`config.mk`:
```
export PLATFORM = sky130hd
export DESIGN_NAME = btn_input_conditioner
export DESIGN_NICKNAME = d
export VERILOG_FILES = /design/src/rtl/btn_input_conditioner_pkg.sv /design/src/rtl/btn_debounce.sv /design/src/rtl/btn_input_conditioner.sv
export SDC_FILE = /design/constraint.sdc
export NUM_CORES = 1
export LEC_CHECK = 0
export CELL_PAD_IN_SITES_DETAIL_PLACEMENT = 0
export CELL_PAD_IN_SITES_GLOBAL_PLACEMENT = 2
export CORE_UTILIZATION = 37
export CTS_BUF_LIST = sky130_fd_sc_hd__clkbuf_2 sky130_fd_sc_hd__clkbuf_4 sky130_fd_sc_hd__clkbuf_8
export DETAILED_ROUTE_END_ITERATION = 8
export PLACE_DENSITY_LB_ADDON = 0.1
export SKIP_LAST_GASP = 1
export SLEW_MARGIN = 20
export SYNTH_ARGS = -nofsm -noshare
export SYNTH_HDL_FRONTEND = slang
export SYNTH_SLANG_ARGS = --single-unit
```
`constraint.sdc`:
```
create_clock -name clock -period 2 [get_ports clock]
set_input_delay 0.3 -clock clock [delete_from_list [all_inputs] [get_ports clock]]
set_output_delay 0.3 -clock clock [all_outputs]
set_load 0.05 [all_outputs]
```
`src/rtl/btn_input_conditioner_pkg.sv`:
```
// rtl/btn_input_conditioner_pkg.sv - shared types and constants for the button input conditioner
//
// Purpose : debounce FSM state encoding, button role indices and default
//           sizing shared by btn_debounce and btn_input_conditioner.
// Ports   : none (package).

package btn_input_conditioner_pkg;

   // Per-button debounce FSM state, 2-bit encoding.
   typedef enum logic [1:0] {
      ST_IDLE       = 2'd0,
      ST_DB_PRESS   = 2'd1,
      ST_PRESSED    = 2'd2,
      ST_DB_RELEASE = 2'd3
   } btn_state_t;

   // Button roles; the index is also the load priority (lower wins).
   localparam int BTN_LOAD_A  = 0;
   localparam int BTN_LOAD_B  = 1;
   localparam int BTN_LOAD_OP = 2;

   // Default sizing: 3 buttons, 6-bit ALU operand word, 10 ms at 100 MHz.
   localparam int NB_BTN_DEFAULT          = 3;
   localparam int NB_SW_DEFAULT           = 6;
   localparam int DEBOUNCE_CYCLES_DEFAULT = 1000000;

endpackage

```
`src/rtl/btn_debounce.sv`:
```
// rtl/btn_debounce.sv - two-flop synchroniser plus debounce FSM for one push-button
//
// Purpose : turns one raw asynchronous active-high button into a single
//           one-cycle pulse per accepted press. Both the press and the
//           release must be stable for DEBOUNCE_CYCLES synchronised cycles.
// Ports   :
//   clock      in   system clock
//   i_reset_n  in   asynchronous active-low reset
//   i_btn      in   raw asynchronous button level
//   o_pulse    out  registered one-cycle pulse on an accepted press
//   o_accept   out  combinational: the press is accepted at the coming edge
//                   (lets the parent register companion outputs on that edge)

module btn_debounce
   import btn_input_conditioner_pkg::*;
#(
   parameter int DEBOUNCE_CYCLES = DEBOUNCE_CYCLES_DEFAULT
) (
   input  logic clock,
   input  logic i_reset_n,
   input  logic i_btn,
   output logic o_pulse,
   output logic o_accept
);

   // Counter only has to reach DEBOUNCE_CYCLES-1; guard keeps width >= 1.
   localparam int                NB_CNT   = (DEBOUNCE_CYCLES > 1) ? $clog2(DEBOUNCE_CYCLES) : 1;
   localparam logic [NB_CNT-1:0] CNT_LAST = NB_CNT'(DEBOUNCE_CYCLES - 1);

   logic              btn_s1;
   logic              btn_s2;
   btn_state_t        state;
   logic [NB_CNT-1:0] cnt;
   logic              cnt_done;

   // Two-flop synchroniser; btn_s2 is the only stage the FSM looks at.
   always_ff @(posedge clock or negedge i_reset_n) begin
      if (!i_reset_n) begin
         btn_s1 <= 1'b0;
         btn_s2 <= 1'b0;
      end else begin
         btn_s1 <= i_btn;
         btn_s2 <= btn_s1;
      end
   end

   assign cnt_done = (cnt == CNT_LAST);
   assign o_accept = (state == ST_DB_PRESS) && btn_s2 && cnt_done;

   always_ff @(posedge clock or negedge i_reset_n) begin
      if (!i_reset_n) begin
         state   <= ST_IDLE;
         cnt     <= '0;
         o_pulse <= 1'b0;
      end else begin
         o_pulse <= 1'b0;
         case (state)
            ST_IDLE: begin
               if (btn_s2) begin
                  state <= ST_DB_PRESS;
                  cnt   <= '0;
               end
            end
            ST_DB_PRESS: begin
               // Any low sample during the window rejects the press outright.
               if (!btn_s2) begin
                  state <= ST_IDLE;
               end else if (cnt_done) begin
                  state   <= ST_PRESSED;
                  o_pulse <= 1'b1;
               end else begin
                  cnt <= cnt + NB_CNT'(1);
               end
            end
            ST_PRESSED: begin
               // Held indefinitely; no auto-repeat.
               if (!btn_s2) begin
                  state <= ST_DB_RELEASE;
                  cnt   <= '0;
               end
            end
            ST_DB_RELEASE: begin
               // Release bounce returns to PRESSED without a new pulse.
               if (btn_s2) begin
                  state <= ST_PRESSED;
               end else if (cnt_done) begin
                  state <= ST_IDLE;
               end else begin
                  cnt <= cnt + NB_CNT'(1);
               end
            end
            default: begin
               state <= ST_IDLE;
               cnt   <= '0;
            end
         endcase
      end
   end

endmodule

```
`src/rtl/btn_input_conditioner.sv`:
```
// rtl/btn_input_conditioner.sv - button/switch front end producing priority-resolved load strobes
//
// Purpose : synchronises the raw switch word, debounces every button and
//           emits one-cycle load strobes (A, B, operation) with the switch
//           word captured on the same edge.
// Ports   :
//   clock         in   system clock
//   i_reset_n     in   asynchronous active-low reset
//   i_btn         in   raw buttons, active-high (0 = load A, 1 = load B, 2 = load op)
//   i_sw          in   raw switch word
//   o_btn_pulse   out  one-cycle pulse per accepted press, all buttons
//   o_load        out  one-hot (or zero) strobe, lowest button index wins
//   o_sw_capture  out  synchronised switch word latched when a press is accepted
//   o_sw_sync     out  continuously synchronised switch word

module btn_input_conditioner
   import btn_input_conditioner_pkg::*;
#(
   parameter int NB_BTN          = NB_BTN_DEFAULT,
   parameter int NB_SW           = NB_SW_DEFAULT,
   parameter int DEBOUNCE_CYCLES = DEBOUNCE_CYCLES_DEFAULT
) (
   input  logic              clock,
   input  logic              i_reset_n,
   input  logic [NB_BTN-1:0] i_btn,
   input  logic [NB_SW-1:0]  i_sw,
   output logic [NB_BTN-1:0] o_btn_pulse,
   output logic [NB_BTN-1:0] o_load,
   output logic [NB_SW-1:0]  o_sw_capture,
   output logic [NB_SW-1:0]  o_sw_sync
);

   logic [NB_SW-1:0]  sw_s1;
   logic [NB_SW-1:0]  sw_s2;
   logic [NB_BTN-1:0] accept;
   logic [NB_BTN-1:0] load_next;

   genvar gi;
   generate
      for (gi = 0; gi < NB_BTN; gi++) begin : g_btn
         btn_debounce #(
            .DEBOUNCE_CYCLES (DEBOUNCE_CYCLES)
         ) u_debounce (
            .clock     (clock),
            .i_reset_n (i_reset_n),
            .i_btn     (i_btn[gi]),
            .o_pulse   (o_btn_pulse[gi]),
            .o_accept  (accept[gi])
         );
      end
   endgenerate

   // Switch word synchroniser; individual bits may skew by a cycle, which is
   // harmless because the word is only consumed after a debounced press.
   always_ff @(posedge clock or negedge i_reset_n) begin
      if (!i_reset_n) begin
         sw_s1 <= '0;
         sw_s2 <= '0;
      end else begin
         sw_s1 <= i_sw;
         sw_s2 <= sw_s1;
      end
   end

   assign o_sw_sync = sw_s2;

   // Isolate the lowest set bit (x & -x): lowest index has priority and
   // losing simultaneous presses are dropped.
   assign load_next = accept & (~accept + NB_BTN'(1));

   // Registered from the debouncers' accept terms so o_load and the capture
   // land on the same edge as o_btn_pulse.
   always_ff @(posedge clock or negedge i_reset_n) begin
      if (!i_reset_n) begin
         o_load       <= '0;
         o_sw_capture <= '0;
      end else begin
         o_load <= load_next;
         if (|accept) begin
            o_sw_capture <= sw_s2;
         end
      end
   end

endmodule

```
==> run_results.csv, run 1 <==
group,metric,value,unit
outcome,status,"finished, violations left",
outcome,failed_checks,"negative setup slack",
sta,maxSlewHeadroom,0.540,
cts,cts_tree,"done",
drt,drc,0,
cells_and_area,mostFrequentLayoutCell,"dfrtp_1",
drt,ant_nets,0,
min_path,hold_path_class,"input port to flip-flop",
cts,cts_made_buffers,9,
pwr,p_per_area,617,mW/mm^2
drt,vias,3677,
drt,wire_per_inst,14.7,um
worst_setup_path,cp_max_fo,6,
worst_setup_path,reg2reg_depth,6,
floorplanning,pin_count,29,
global_route,overflow,0,
global_route,grt_pass1_wl,17.4,mm
cts,cts_sinks,96,
worst_setup_path,cp_data_required_time,2280,ps
cts,cts_root_buffer,"clkbuf_8",
drt,routed_wl,10.5,mm
cells_and_area,nets,555,
floorplanning,die_w,114,um
cells_and_area,nFillCells,1147,
place,dp.final_hpwl,7.39,mm
global_route,grt_usage,0.173,
worst_setup_path,crit_path_start,"g_btn[1].u_debounce.cnt[11]",
cells_and_area,layout_common_cells,"dfrtp_1 (96), buf_4 (82), nor2_1 (52)",
synth,synth_cells,435,
sta,hold_viol,0,
synth,synth_area_per_cell,10.6,um^2
sta,finalWorstSetupSlack,-131,ps
sta,fmax,0.469,GHz
synth,netlist_area,0.00460,mm^2
sta,clock_skew,13.3,ps
cts,h-tree-depth,3,
synth,async_flop_share,1.00,
synth,ys_seq_elements,96,
drt,firstDrtPassIters,6,
synth,synth_ff_type,"dfrtp_1",
worst_setup_path,startpoint_type,"flip-flop",
drt,via_per_inst,5.15,
job,maxCapViolCount,0,
cts,clock_latency,390,ps
sta,setup_tns,-763,ps
sta,slew_violations,0,
sta,worstMarginPinSlew,688,ps
sta,finalHoldWorstSlack,336,ps
synth,yosysWarningCount,0,
floorplanning,design.core.area,0.0121,mm^2
worst_setup_path,reg2reg_to,"o_sw_capture[1]",
worst_setup_path,crit_type,"flip-flop to flip-flop",
sta,rsz0062_at_grt,"yes",
sta,setup_viol,6,
floorplanning,rows,40,
worst_setup_path,rrSetupSlack,-130,ps
pwr,p_leak,2.75,nW
synth,ys_types,51,
cells_and_area,drive_above_1_share,0.286,
worst_setup_path,cp-endpoint,"o_sw_capture[1]",
global_route,grt_pass1_vias,3559,
synth,seq_area_frac_synth,0.522,
synth,synth.net_count,449,
sta,period_minus_slack,2130,ps
floorplanning,dieArea,0.0129,mm^2
cells_and_area,antenna_cells,0,
worst_setup_path,arrival,2410,ps
cts,cts_buffer_depth,2,
place,portBuffers,28,
worst_setup_path,end_kind,"flip-flop",
cells_and_area,area_growth,31.5,%
place,place.gp.congestion,0.791,
drt,drtIter0Drc,177,
worst_setup_path,r2r_start,"g_btn[1].u_debounce.cnt[11]",
cts,clkTransAtPathRegs,110,ps
floorplanning,start_util,0.382,
pwr,irDropWorstVdd,0.450,mV
floorplanning,die_h,114,um
sta,finalCritPeriodShare,1.07,
global_route,grt_max_degree,37,
global_route,antenna_found_initial,0,
synth,synth_edf_count,0,
[layer usage]
| metal | wire length [um] | up-vias | global-route usage |
|---|---|---|---|
| li1 | - | 1797 | - |
| met1 | 5110 | 1826 | 0.237 |
| met2 | 4940 | 46 | 0.268 |
| met3 | 319 | 8 | 0.0478 |
| met4 | 102 | 0 | 0.0544 |
| met5 | 0 | - | 0 |
[cells in the mapped netlist (all sizes together), types with 8 or more instances]
cell type / instances / area, um^2
nor3: 10 / 55.1
xnor2: 9 / 78.8
nand2: 30 / 113
nand4: 14 / 87.6
dfrtp: 96 / 2400
nor2: 54 / 203
clkbuf: 11 / 42.5
buf: 8 / 43.8
nand3: 31 / 165
xor2: 22 / 193
nor4: 8 / 50.1
a22o: 19 / 166
mux2: 23 / 259
and3: 15 / 93.8
[registers in the layout, indices dropped and copies added, names as in the netlist, named ones only]
register	flops
g_btn.u_debounce.cnt	60
o_sw_capture	6
o_sw_sync	6
sw_s1	6
g_btn.u_debounce.btn_s1	3
g_btn.u_debounce.btn_s2	3
g_btn.u_debounce.o_pulse	3
g_btn.u_debounce.state	3
o_load	3
[power breakdown]
| group | total (W) | internal (W) | switching, W |
|---|---|---|---|
| logic | 0.000375 | 0.000183 | 0.000192 |
| clock network | 0.00130 | 0.000501 | 0.000800 |
| registers | 0.00206 | 0.00201 | 0.0000530 |
| total | 0.00374 | 0.00269 | 0.00104 |
[kinds of logic (layout without fill, tap and decap cells)]
kind of cell,after synthesis,count (layout),share of synthesized area
AND/OR/NAND/NOR,207,207,0.245
flip-flops,96,96,0.522
AO/OA/AOI/OAI,52,52,0.0878
XOR/XNOR,31,31,0.0590
multiplexers,23,23,0.0563
buffers and inverters,23,134,0.0220
adder cells (fa/ha/maj),3,3,0.00815
[metrics by stage]
stage	utilization	cell area, um^2	power, W	worst slack [ps]	cells
final	0.502	6060	0.00374	-131	714
after detailed placement	0.470	5670	0.00247	-148	691
after global placement	0.470	5670	0.00246	-114	691
after CTS	0.492	5940	0.00381	-112	710
after floorplan	-	4660	0.00228	-64.4	435
after global routing	0.502	6060	0.00392	-198	714
[what timing repair did]
action                                 4_1_cts  5_1_grt
setup endpoints to repair                    8       27
pin swaps                                    3       11
gates resized for setup                      4       19
endpoints found under the hold margin       33        0
setup buffers                                2        4
hold buffers                                 1        0
[area by class of cell]
class	instances	area (um^2)	area share
Timing Repair Buffer	114	958	0.158
Sequential cell	96	2400	0.397
Clock inverter	7	81.3	0.0134
Inverter	4	15.0	0.00248
Tap cell	168	210	0.0347
Clock buffer	9	124	0.0205
Multi-Input combinational cell	316	2270	0.374
[critical path: stages, from the launching register on]
cell and delay [ps]:
dfrtp_1 400, nor4_2 310, nand4_1 180, or4_4 590
o211ai_4 110, buf_12 150, mux2_4 290
[how the worst min path moves through the flow]
stage	cells after the start	endpoint	from
floorplan	0	asynchronous set/reset pin	i_reset_n
global placement	1	g_btn[0].u_debounce.cnt[3]	i_reset_n
detailed placement	1	g_btn[0].u_debounce.cnt[3]	i_reset_n
CTS	1	sw_s1[5]	i_sw[5]
global route	1	sw_s1[5]	i_sw[5]
finish	1	sw_s1[5]	i_sw[5]
No activity file was read; power rests on OpenSTA's default activity.
==> run 2, diff against run 1 <==
- CTS_CLUSTER_SIZE: default -> 28
==> results of run 2 <==
The final DEF is identical to that of run 1; final timing and power are the same.
==> run 3, diff against run 2 <==
- ABC_CLOCK_PERIOD_IN_PS: default -> 2300
- CORE_UTILIZATION: 37 -> 41
- clock period: 2 -> 2.3 ns (I/O delays scaled with it)
==> run 3 against run 2 <==
Effect of this change:
- flip-flop and latch count stayed put
- largest power group unchanged
- the run now ends clean
- clock power shrank 10%
- first-iteration DRC count up 4.5%
- largest cell class unchanged
- design area is 9.2% lower
==> run_results.csv, run 3 (synthesis results as in run 1) <==
group,metric,value,unit
sta,finalCritPeriodShare,0.954,
drt,drc,0,
pwr,irDropWorstVdd,0.374,mV
min_path,hold_path_class,"flip-flop to flip-flop",
cells_and_area,finalInstanceArea,0.00550,mm^2
cells_and_area,regMostFlops,"g_btn.u_debounce.cnt",
global_route,grt_max_degree,68,
cts,clkTransAtPathRegs,90,ps
cts,clock_latency,370,ps
cells_and_area,area_growth,19.4,%
drt,routed_wl,9.54,mm
worst_setup_path,arrival,2450,ps
floorplanning,dieArea,0.0117,mm^2
global_route,grt_pass1_wl,16.3,mm
cells_and_area,nFillCells,992,
cells_and_area,antenna_cells,0,
floorplanning,pin_count,29,
cells_and_area,nets,505,
drt,vias,3405,
sta,fmax,0.456,GHz
place,place.gp.congestion,0.743,
global_route,grt_usage,0.180,
cts,cts_tree,"done",
sta,finalHoldWorstSlack,354,ps
worst_setup_path,crit_chain,"ha_1, and3_1, nand3_2, or4_4, o211ai_4, mux2_2",
floorplanning,start_util,0.423,
pwr,p_leak,2.46,nW
global_route,overflow,0,
global_route,grt_pass1_vias,3317,
sta,clock_skew,10.7,ps
place,dpl_cell_area,0.00525,mm^2
sta,hold_viol,0,
worst_setup_path,cp_slowest_cell,"or4_4",
outcome,status,"complete, no violations",
worst_setup_path,slowest_delay,520,ps
sta,period_minus_slack,2190,ps
place,dp.final_hpwl,6.53,mm
job,maxCapViolCount,0,
floorplanning,design.core.area,0.0109,mm^2
sta,worstMarginPinSlew,959,ps
drt,via_per_inst,5.35,
floorplanning,die_w,108,um
cells_and_area,mostFrequentLayoutCell,"dfrtp_1",
cts,cts_buffer_depth,2,
place,portBuffers,28,
worst_setup_path,crit_family,"simple AND/OR/NAND/NOR gates",
worst_setup_path,cp_data_required_time,2560,ps
worst_setup_path,crit_type,"flip-flop to flip-flop",
floorplanning,die_h,108,um
pwr,p_per_area,591,mW/mm^2
sta,setup_viol,0,
cells_and_area,drive_above_1_share,0.181,
worst_setup_path,path_buf_inv,0,
cts,cts_made_buffers,9,
drt,firstDrtPassIters,4,
worst_setup_path,end_kind,"flip-flop",
worst_setup_path,cp_max_fo,6,
cells_and_area,largest_reg_flops,60,
global_route,antenna_found_initial,0,
drt,drtIter0Drc,185,
drt,wire_per_inst,15.0,um
cts,cts_sinks,96,
cells_and_area,layout_common_cells,"dfrtp_1 (96), nor2_1 (54), buf_4 (35)",
cts,h-tree-depth,3,
cts,cts_root_buffer,"clkbuf_8",
sta,maxSlewHeadroom,0.358,
floorplanning,rows,38,
sta,slew_violations,0,
worst_setup_path,startpoint_type,"flip-flop",
drt,ant_nets,0,
==> run 3: repair_timing <==
action | in CTS | in global routing
buffers inserted | 0 | 1
setup endpoints to repair | 0 | 6
hold buffers | 1 | 0
endpoints found under the hold margin | 29 | 0
gates resized for setup | 0 | 4
==> run 3: through the flow <==
stage               power (W)   util  worst slack (ps)  instances  setup TNS [ps]
global route          0.00340  0.505             -11.5        636           -37.8
detailed placement    0.00210  0.482              29.8        618               0
floorplan             0.00198      -               145        435               0
CTS                   0.00329  0.502              10.6        635               0
global placement      0.00210  0.482               123        618               0
finish                0.00325  0.505               105        636               0
==> run 3: metal layers <==
layer  global-route usage  routed length (um)  vias up
li1                     -                   -     1696
met5                    0                   0        -
met1                0.262                4900     1654
met4               0.0773                 148        0
met2                0.262                4240       44
met3               0.0325                 245       11
==> run 3: final timing paths <==
check	start	to	cells past startpoint	slack [ps]
setup / recovery	g_btn[2].u_debounce.cnt[0]	o_sw_capture[3]	6	110
hold / removal	sw_s1[3]	o_sw_sync[3]	0	350
setup reg to reg	g_btn[2].u_debounce.cnt[0]	o_sw_capture[3]	6	110
hold reg to reg	sw_s1[3]	o_sw_sync[3]	0	350
max in group asynchronous	i_reset_n	g_btn[1].u_debounce.cnt[19]	3	1150
min in group asynchronous	i_reset_n	g_btn[0].u_debounce.cnt[19]	2	450
==> run 3: cell type report <==
type,count,area [um^2],share of cell area
sequential,96,2400,0.437
inverter,4,15.0,0.00273
clock buffer,11,145,0.0264
clock inverter,5,65.1,0.0118
timing repair buffer,64,563,0.102
multi-input combinational,316,2130,0.388
tap,140,175,0.0319
==> run 3: power breakdown <==
| part | leakage, nW | switching [W] | internal (W) |
|---|---|---|---|
| Clock | 0.101 | 0.000616 | 0.000554 |
| Sequential | 1.28 | 0.0000685 | 0.00175 |
| Combinational | 1.08 | 0.000136 | 0.000126 |
| Total | 2.46 | 0.000820 | 0.00243 |
